<file path="config.mk">
export PLATFORM = sky130hd
export DESIGN_NAME = qc_shift_scheduler
export DESIGN_NICKNAME = d
export VERILOG_FILES = /design/src/rtl/qc_ldpc_pkg.sv /design/src/rtl/qc_tag_delay.sv /design/src/rtl/qc_shift_scheduler.sv
export SDC_FILE = /design/constraint.sdc
export NUM_CORES = 1
export LEC_CHECK = 0
export CORE_MARGIN = 4
export CORE_UTILIZATION = 55
export DETAILED_ROUTE_END_ITERATION = 10
export GPL_TIMING_DRIVEN = 0
export PLACE_DENSITY = 0.84
export RECOVER_POWER = 25
export SETUP_SLACK_MARGIN = 0.5
export SLEW_MARGIN = 25
export SYNTH_ARGS = -nofsm -noshare
export SYNTH_HDL_FRONTEND = slang
export SYNTH_SLANG_ARGS = --single-unit
export TNS_END_PERCENT = 10
</file>
<file path="constraint.sdc">
create_clock -name CLK -period 4 [get_ports CLK]
set_input_delay 1.2 -clock CLK [delete_from_list [all_inputs] [get_ports CLK]]
set_output_delay 1.2 -clock CLK [all_outputs]
set_load 0.005 [all_outputs]
</file>
<file path="src/rtl/qc_ldpc_pkg.sv">
// Shared types and sizing for the QC-LDPC shift scheduler.
//   MAXZ / NB_ROWS / NB_COLS fix the tag and address widths.
//   DEF_* values are the defaults for the scheduler's per-instance parameters.
package qc_ldpc_pkg;

  localparam int unsigned MAXZ              = 81;
  localparam int unsigned NB_ROWS           = 12;
  localparam int unsigned NB_COLS           = 24;
  localparam int unsigned DEF_SHIFT_LATENCY = 10;
  localparam int unsigned DEF_CREDITS       = 4;

  localparam int unsigned SHIFT_W = $clog2(MAXZ);
  localparam int unsigned ENTRY_W = SHIFT_W + 1;
  localparam int unsigned ROW_W   = $clog2(NB_ROWS);
  localparam int unsigned COL_W   = $clog2(NB_COLS);
  localparam int unsigned ADDR_W  = $clog2(NB_ROWS * NB_COLS);

  // All-ones (-1) marks an empty base-matrix position.
  localparam logic [ENTRY_W-1:0] NULL_ENTRY = '1;

  typedef enum logic [2:0] {
    S_IDLE  = 3'd0,
    S_RD    = 3'd1,
    S_EVAL  = 3'd2,
    S_DRAIN = 3'd3,
    S_DONE  = 3'd4
  } sched_state_e;

  typedef struct packed {
    logic             valid;
    logic [ROW_W-1:0] row;
    logic [COL_W-1:0] col;
    logic             row_end;
  } shift_tag_t;

  // Signed entry is a legal shift when 0 <= e < MAXZ.
  function automatic logic entry_in_range(input logic [ENTRY_W-1:0] e);
    return !e[ENTRY_W-1] && (e[SHIFT_W-1:0] < SHIFT_W'(MAXZ));
  endfunction

endpackage

</file>
<file path="src/rtl/qc_tag_delay.sv">
// Fixed-depth delay line for shifter tags, aligning them with shifter output.
//   clk, rst_n   : clock, async active-low reset (clears every stage)
//   tag_i        : tag entering this cycle
//   tag_o        : tag from DEPTH cycles earlier
//   any_valid_o  : some stage still carries a valid or row_end tag
module qc_tag_delay
  import qc_ldpc_pkg::*;
#(
  parameter int unsigned DEPTH = DEF_SHIFT_LATENCY
) (
  input  logic       clk,
  input  logic       rst_n,
  input  shift_tag_t tag_i,
  output shift_tag_t tag_o,
  output logic       any_valid_o
);

  shift_tag_t stage_q [DEPTH];

  always_ff @(posedge clk or negedge rst_n) begin
    if (!rst_n) begin
      for (int unsigned i = 0; i < DEPTH; i++) stage_q[i] <= '0;
    end else begin
      stage_q[0] <= tag_i;
      for (int unsigned i = 1; i < DEPTH; i++) stage_q[i] <= stage_q[i-1];
    end
  end

  assign tag_o = stage_q[DEPTH-1];

  // row_end counts as occupancy so a pass is not reported done before its last row marker.
  always_comb begin
    any_valid_o = 1'b0;
    for (int unsigned i = 0; i < DEPTH; i++) begin
      any_valid_o = any_valid_o | stage_q[i].valid | stage_q[i].row_end;
    end
  end

endmodule

</file>
<file path="src/rtl/qc_shift_scheduler.sv">
// Walks the QC-LDPC base matrix row-major and issues credit-gated rotate
// requests to a pipelined circular shifter, with tags delayed to its output.
//   CLK, rst_n            : clock, async active-low reset
//   start                 : begin a full pass (IDLE only)
//   busy, done            : pass in progress / 1-cycle completion pulse
//   bm_rd_en, bm_addr     : base-matrix read (data returns next cycle on bm_data)
//   sh_issue, sh_shift_val: shifter request and rotate amount (held when idle)
//   res_valid/row/col/row_end : tag aligned with shifter output
//   credit_ret            : consumer frees one result slot
//   err                   : sticky bad-entry / credit-overflow flag
module qc_shift_scheduler
  import qc_ldpc_pkg::*;
#(
  parameter int unsigned SHIFT_LATENCY = DEF_SHIFT_LATENCY,
  parameter int unsigned CREDITS       = DEF_CREDITS
) (
  input  logic               CLK,
  input  logic               rst_n,
  input  logic               start,
  output logic               busy,
  output logic               done,
  output logic               bm_rd_en,
  output logic [ADDR_W-1:0]  bm_addr,
  input  logic [ENTRY_W-1:0] bm_data,
  output logic               sh_issue,
  output logic [SHIFT_W-1:0] sh_shift_val,
  output logic               res_valid,
  output logic [ROW_W-1:0]   res_row,
  output logic [COL_W-1:0]   res_col,
  output logic               res_row_end,
  input  logic               credit_ret,
  output logic               err
);

  localparam int unsigned CRED_W = $clog2(CREDITS + 1);

  sched_state_e       state_q, state_d;
  logic [ROW_W-1:0]   row_q, row_d;
  logic [COL_W-1:0]   col_q, col_d;
  logic [CRED_W-1:0]  credit_q, credit_d;
  logic               err_q, err_d;
  logic [ENTRY_W-1:0] entry_q;
  logic               first_q;
  logic               busy_q, busy_d;
  logic               done_q, done_d;
  logic               rd_en_q, rd_en_d;
  logic [ADDR_W-1:0]  addr_q, addr_d;
  logic               issue_q;
  logic [SHIFT_W-1:0] shift_q, shift_d;
  shift_tag_t         tag_q, tag_d, tag_out;
  logic               pipe_any;

  logic [ENTRY_W-1:0] entry_cur;
  logic               is_null_c, in_range_c, issue_c, advance_c;
  logic               last_col_c, last_row_c, pipe_busy_c;

  // Memory data is live only in the first EVAL cycle; stalled cycles use the captured copy.
  assign entry_cur   = first_q ? bm_data : entry_q;
  assign is_null_c   = (entry_cur == NULL_ENTRY);
  assign in_range_c  = entry_in_range(entry_cur);
  assign issue_c     = (state_q == S_EVAL) && in_range_c && (credit_q != '0);
  assign advance_c   = (state_q == S_EVAL) && !(in_range_c && (credit_q == '0));
  assign last_col_c  = (col_q == COL_W'(NB_COLS - 1));
  assign last_row_c  = (row_q == ROW_W'(NB_ROWS - 1));
  assign pipe_busy_c = pipe_any || tag_q.valid || tag_q.row_end;

  // State register
  always_ff @(posedge CLK or negedge rst_n) begin
    if (!rst_n) state_q <= S_IDLE;
    else        state_q <= state_d;
  end

  // Next-state logic
  always_comb begin
    state_d = state_q;
    case (state_q)
      S_IDLE:  if (start) state_d = S_RD;
      S_RD:    state_d = S_EVAL;
      S_EVAL:  if (advance_c) state_d = (last_row_c && last_col_c) ? S_DRAIN : S_RD;
      S_DRAIN: if (!pipe_busy_c) state_d = S_DONE;
      S_DONE:  state_d = S_IDLE;
      default: state_d = S_IDLE;
    endcase
  end

  // Output / datapath next values (outputs registered against the next state)
  always_comb begin
    row_d    = row_q;
    col_d    = col_q;
    err_d    = err_q;
    credit_d = credit_q;
    shift_d  = shift_q;
    tag_d    = '0;
    addr_d   = addr_q;
    busy_d   = (state_d == S_RD) || (state_d == S_EVAL) || (state_d == S_DRAIN);
    done_d   = (state_d == S_DONE);
    rd_en_d  = (state_d == S_RD);

    if ((state_q == S_IDLE) && start) begin
      err_d = 1'b0;
      row_d = '0;
      col_d = '0;
    end

    if (issue_c) shift_d = entry_cur[SHIFT_W-1:0];

    if (advance_c) begin
      tag_d.valid   = issue_c;
      tag_d.row     = row_q;
      tag_d.col     = col_q;
      tag_d.row_end = last_col_c;
      if (!is_null_c && !in_range_c) err_d = 1'b1;
      if (last_col_c) begin
        col_d = '0;
        row_d = last_row_c ? '0 : row_q + 1'b1;
      end else begin
        col_d = col_q + 1'b1;
      end
    end

    if (rd_en_d) addr_d = ADDR_W'(ADDR_W'(row_d) * ADDR_W'(NB_COLS)) + ADDR_W'(col_d);

    // Counter tracks the visible sh_issue so an issue and a return in one cycle cancel.
    case ({issue_q, credit_ret})
      2'b10: credit_d = credit_q - 1'b1;
      2'b01: begin
        if (credit_q == CRED_W'(CREDITS)) err_d = 1'b1;
        else                              credit_d = credit_q + 1'b1;
      end
      default: ;
    endcase
  end

  // Datapath and output registers
  always_ff @(posedge CLK or negedge rst_n) begin
    if (!rst_n) begin
      row_q    <= '0;
      col_q    <= '0;
      credit_q <= CRED_W'(CREDITS);
      err_q    <= 1'b0;
      entry_q  <= '0;
      first_q  <= 1'b0;
      busy_q   <= 1'b0;
      done_q   <= 1'b0;
      rd_en_q  <= 1'b0;
      addr_q   <= '0;
      issue_q  <= 1'b0;
      shift_q  <= '0;
      tag_q    <= '0;
    end else begin
      row_q    <= row_d;
      col_q    <= col_d;
      credit_q <= credit_d;
      err_q    <= err_d;
      entry_q  <= entry_cur;
      first_q  <= (state_q == S_RD);
      busy_q   <= busy_d;
      done_q   <= done_d;
      rd_en_q  <= rd_en_d;
      addr_q   <= addr_d;
      issue_q  <= issue_c;
      shift_q  <= shift_d;
      tag_q    <= tag_d;
    end
  end

  // tag_q is aligned with sh_issue; the delay line adds the shifter latency.
  qc_tag_delay #(
    .DEPTH (SHIFT_LATENCY)
  ) u_tag_delay (
    .clk         (CLK),
    .rst_n       (rst_n),
    .tag_i       (tag_q),
    .tag_o       (tag_out),
    .any_valid_o (pipe_any)
  );

  assign busy         = busy_q;
  assign done         = done_q;
  assign bm_rd_en     = rd_en_q;
  assign bm_addr      = addr_q;
  assign sh_issue     = issue_q;
  assign sh_shift_val = shift_q;
  assign err          = err_q;
  assign res_valid    = tag_out.valid;
  assign res_row      = tag_out.row;
  assign res_col      = tag_out.col;
  assign res_row_end  = tag_out.row_end;

endmodule

</file>
* Word-level counts from Yosys, hierarchy flattened
Index checks and enable logic that the tools add are counted.
Word-level totals: flip-flop bits (word level) 166, logic and storage cells 139
Operators by class: add/sub/neg operators 5, multiply operators 1, magnitude comparators 1, equality and inequality tests 14, muxes and demuxes 21, bitwise logic cells 19, reduce and logical (&&, ||, !) cells 21
Operators with widths (number):
- 1-bit bitwise OR | 19
- 4-bit 2-to-1 mux | 4
- 5-bit 2-to-1 mux | 3
- 3-bit by 2-bit equality test with 1-bit output, second input constant | 4
- 3-bit 2-to-1 mux | 4
- 3-bit case mux with 4 select lines | 1
- 11-bit 2-to-1 mux | 1
- 9-bit by 5-bit adder with 9-bit output | 1
- 8-bit equality test, second input constant | 1
- 1-bit logical AND | 8
- 8-bit 2-to-1 mux | 1
- 7-bit less-than comparator, second input constant | 1
- 3-bit by 1-bit equality test with 1-bit output, second input constant | 2
- 3-bit equality test, second input constant | 2
- 3-bit zero test | 2
- 4-bit by 2-bit multiplier with 6-bit output, second input constant | 1
- 3-bit case mux with 2 select lines | 1
- 5-bit by 1-bit adder with 5-bit output, second input constant | 1
- 5-bit equality test, second input constant | 1
- 1-bit 2-to-1 mux | 5
- 4-bit by 1-bit adder with 4-bit output, second input constant | 1
- 4-bit equality test, second input constant | 1
- 1-bit zero test | 4
- 1-bit logical OR | 4
- 9 further kinds | 9

* Depth between registers and ports, before layout
depth after elaboration 26, mapped depth 13, mapped depth without buffers 13

* By module
From an unflattened synthesis, not the netlist that was laid out.
Second synthesis, totals: cell total of the unflattened synthesis 368, area, all modules 5599.1 µm²
By module, submodules not included:
- qc_tag_delay | times used 1, cells each 128, area each 2877.8 µm²
- qc_shift_scheduler | times used 1, cells each 240, area each 2721.4 µm²

* Least setup slack after synthesis
OpenSTA, ideal clock, no wires.
path kind in2reg, from in bm_data[3], to reg addr_q[8], in the netlist bm_addr[8], library setup time 0.124 ns, arrival time 3.893 ns, path slack -0.017 ns, stages on the path 13, buffers on the path 0, cell sequence nor4_1 nor2_1 o211ai_2 nor2_1 nand2_1 o21ai_0 ha_1 fa_1 xnor2_1 and3_1 nor2_1 mux2_2 a211o_1
On the way: cells in the longest elaborated chain, start to end 9, elaborated cells between the ends (all ways) 13, those cells by class 1 x add/sub; 1 x mul; 1 x order compare; 1 x eq/ne; 5 x mux; 4 x reduce/logical
Ends and longest elaborated chain:
- start: declaration | line qc_shift_scheduler.sv:24 | input logic [ENTRY_W-1:0] bm_data,
- 8-bit 2-to-1 mux | line qc_shift_scheduler.sv:58 | assign entry_cur = first_q ? bm_data : entry_q;
- 7-bit less-than comparator | line qc_ldpc_pkg.sv:38 | return !e[ENTRY_W-1] && (e[SHIFT_W-1:0] < SHIFT_W'(MAXZ));
- 1-bit logical AND | line qc_ldpc_pkg.sv:38
- 1-bit logical AND | line qc_shift_scheduler.sv:62 | assign advance_c = (state_q == S_EVAL) && !(in_range_c && (credit_q == '0));
- 1-bit zero test | line qc_shift_scheduler.sv:62
- 1-bit logical AND | line qc_shift_scheduler.sv:62
- 4-bit 2-to-1 mux | line qc_shift_scheduler.sv:107 | if (advance_c) begin
- via row_d[1] | line qc_shift_scheduler.sv:38 | logic [ROW_W-1:0] row_q, row_d;
- 4-bit by 2-bit multiplier with 6-bit output | line qc_shift_scheduler.sv:121 | if (rd_en_d) addr_d = ADDR_W'(ADDR_W'(row_d) * ADDR_W'(NB_COLS)) + ADDR_W'(col_d);
- 9-bit by 5-bit adder with 9-bit output | line qc_shift_scheduler.sv:121
- end signal: assignment | line qc_shift_scheduler.sv:160 | addr_q <= addr_d;
- end: declaration | line qc_shift_scheduler.sv:47 | logic [ADDR_W-1:0] addr_q, addr_d;
The timed path passes the listed nets, and every way through them passes these cells. A chain may end at the register's enable or synchronous reset.

* Worst setup path after layout
from in bm_data[4], to reg addr_q[8], in the netlist bm_addr[8]
Same word-level chain as after synthesis.

==> impl_metrics.csv <==
group,metric,value,unit
status,outcome,"completed",
drt,drtIter0Drc,138,
drt,ant_nets,0,
timing,max_freq,294,MHz
synthesis,synth-edff-count,0,
worst_setup_path,path_max_fanout,6,
hold_path,hold_class,"reg2reg",
grt,antenna_found_initial,0,
die,die_h,108,um
die,ios,44,
clock_network,cts_root_buffer,"clkbuf_8",
timing,tns,0,ns
job,cap_violations,0,
grt,grt_pass1_wl,16200,um
synthesis,synthArstFlopShare,1.00,
clock_network,cts_max_path_buffers,2,
cells_and_area,fillers,622,
timing,skew,0.0123,ns
placement,gp_congestion,0.784,
timing,setup_viol,0,
timing,slew_viol_final,0,
synthesis,yosysWarnings,0,
timing,relSlewSlack,0.642,
clock_network,cts.sinks,166,
timing,min_period_over_period,0.851,
synthesis,synth.distinct_cells,53,
synthesis,syn_nets,385,
timing,hold_violations,0,
clock_network,cts_buffers,17,
placement,hpwl,5700,um
grt,grt_usage,0.183,
cells_and_area,multi_input_area,0.00131,mm^2
cells_and_area,drive_gt1_frac,0.223,
power_and_ir_drop,power,0.00465,W
cells_and_area,diodes,0,
die,fp.coreArea,0.00977,mm^2
worst_setup_path,end_kind,"flop",
cells_and_area,area_growth,25.7,%
drt,vias_per_cell,5.27,
synthesis,synth.avg_cell_area,15.2,um^2
worst_setup_path,reg2reg_depth,13,
worst_setup_path,cp.required,4.40,ns
synthesis,synth_flop_cell,"dfrtp_1",
timing,finalCriticalPeriod,3.40,ns
worst_setup_path,cp.arrival,3.81,ns
clock_network,cts_hold_buf,0,
drt,drt_wl_total,9520,um
cells_and_area,regArea,0.00416,mm^2
die,fp-row-count,36,
worst_setup_path,cp-start-kind,"primary input",
synthesis,synthCells,362,
clock_network,clk_pin_slew,0.07,ns
hold_path,hold_depth,0,
drt,wl_per_cell,16.3,um
synthesis,synth.cell_area,0.00550,mm^2
die,die-width,108,um
placement,portBuffers,43,
drt,drt_pass1_iterations,4,
clock_network,ctsHtreeMaxLevel,4,
grt,grt_max_degree,95,
timing,worstMarginPinSlew,0.537,ns
timing,rsz0062_at_grt,"no",
worst_setup_path,crit_type,"in2reg",
synthesis,synth-seq-cells,166,
power_and_ir_drop,vdd_drop_max,0.397,mV
grt,overflow,0,
clock_network,cts_tree,"built",
cells_and_area,layout.nets,462,
timing,whs,0.343,ns
drt,num_vias,3085,
clock_network,clk_latency,0.52,ns
grt,grt_pass1_vias,3352,
drt,drc,0,
power_and_ir_drop,p_leak,3.46,nW
power_and_ir_drop,p_per_area,673,mW/mm^2
die,initial_core_util,0.562,
synthesis,ys_seq_area_frac,0.756,
die,die-area,0.0117,mm^2
==> critical path: stages <==
cell	delay, ns
dlygate4sd2_1	0.25
nand2_1	0.11
nor2_2	0.21
o211ai_4	0.13
nor2_4	0.24
a21oi_2	0.12
a31oi_4	0.19
inv_2	0.08
fa_2	0.39
xnor2_2	0.15
and3_1	0.20
nor2_1	0.04
mux2_2	0.26
a211o_1	0.22
==> power breakdown <==
group / total, W / internal (W) / switching [W] / leakage [nW]
sequential: 0.00211 / 0.00193 / 0.000176 / 2.25
clock: 0.00156 / 0.000812 / 0.000745 / 0.281
combinational: 0.000987 / 0.000494 / 0.000493 / 0.920
total: 0.00465 / 0.00324 / 0.00141 / 3.46
==> routing by layer <==
metal  wire [um]  track usage
met3         368       0.0537
met4         167       0.0694
met5           0            0
met2        5090        0.317
met1        3890        0.215
==> cell usage after synthesis, types with 2 or more instances <==
library cell | number | area share
a211o_1 | 2 | 0.0032
a21o_1 | 2 | 0.0027
a21oi_1 | 14 | 0.013
a22o_1 | 3 | 0.0048
a31oi_1 | 3 | 0.0034
and2_1 | 13 | 0.015
and3_1 | 3 | 0.0034
and4b_1 | 3 | 0.0055
buf_4 | 9 | 0.012
clkbuf_1 | 3 | 0.0020
dfrtp_1 | 165 | 0.75
fa_1 | 3 | 0.011
ha_1 | 8 | 0.018
inv_1 | 9 | 0.0061
mux2_2 | 15 | 0.031
nand2_1 | 19 | 0.013
nand2b_1 | 4 | 0.0046
nand3_1 | 7 | 0.0064
nand4_1 | 3 | 0.0034
nor2_1 | 16 | 0.011
nor2b_1 | 2 | 0.0023
nor3_1 | 2 | 0.0018
nor3b_1 | 2 | 0.0027
nor4_1 | 6 | 0.0068
o21ai_0 | 13 | 0.012
o31ai_1 | 3 | 0.0041
or3_1 | 2 | 0.0023
xnor2_1 | 2 | 0.0032
xor2_1 | 2 | 0.0032
==> through the flow <==
step | util | area [um^2] | instances | worst slack, ns
6_report | 0.707 | 6910 | 585 | 0.596
2_1_floorplan | - | 5530 | 362 | 0.347
5_1_grt | 0.707 | 6910 | 585 | 0.486
3_3_place_gp | 0.626 | 6120 | 538 | -4.28
3_5_place_dp | 0.630 | 6160 | 539 | -0.473
4_1_cts | 0.704 | 6880 | 582 | 0.515
==> cells in the final DEF (no fill, tap or decap), drive strengths merged, types with 3 or more instances in the layout <==
cell type      count
buf               28
fa                 3
a22o               3
nor4               6
inv               16
nand2b             4
nand4              3
dfrtp            165
and4b              3
o31ai              4
clkdlybuf4s50     34
clkbuf            24
mux2              16
nand3              7
a21oi             14
clkinv             6
and2              15
nor2              16
nand2             19
ha                 8
and3               3
o21ai             13
a31oi              3
==> registers in the layout, summed over array words and instances (netlist names) <==
| register | count |
|---|---|
| row_q | 4 |
| col_q | 5 |
| sh_issue | 1 |
| first_q | 1 |
| credit_q | 3 |
| sh_shift_val | 7 |
| bm_addr | 9 |
| u_tag_delay.tag_o | 11 |
| bm_rd_en | 1 |
| done | 1 |
| tag_q | 11 |
| err | 1 |
| entry_q | 8 |
| u_tag_delay.stage_q | 99 |
| state_q | 3 |
| busy | 1 |
==> final cells by class <==
class	instances	share of cell area
sequential	166	0.601
multi-input combinational	172	0.190
timing repair buffer	58	0.0802
clock buffer	17	0.0599
clock inverter	15	0.0255
tap	133	0.0241
buffer	15	0.0143
inverter	9	0.00489
==> path summary, 6_finish.rpt <==
path	startpoint	to	slack, ns
hold reg to reg	tag_q[7]	u_tag_delay.stage_q[106]	0.34
hold / removal	tag_q[7]	u_tag_delay.stage_q[106]	0.34
max in group asynchronous	rst_n	bm_addr[3]	2.54
setup reg to reg	credit_q[1]	bm_addr[8]	0.69
min in group asynchronous	rst_n	u_tag_delay.stage_q[39]	0.62
setup / recovery	bm_data[4]	bm_addr[8]	0.60
==> kinds of logic (layout without fill, tap and decap cells) <==
group / after synthesis / in the layout / synth area share
buf+inv: 24 / 114 / 0.0241
mux: 17 / 17 / 0.0346
simple gates: 87 / 87 / 0.0856
fa+ha+maj: 11 / 11 / 0.0291
flops: 166 / 166 / 0.756
xor+xnor: 4 / 4 / 0.00637
compound gates: 53 / 53 / 0.0642
==> what timing repair did <==
action	in CTS	in global routing
pin swaps	8	10
resized for setup	18	17
gates cloned	0	0
setup endpoints to repair	5	2
buffers inserted	11	3
Power figures use the tool's default switching activity.
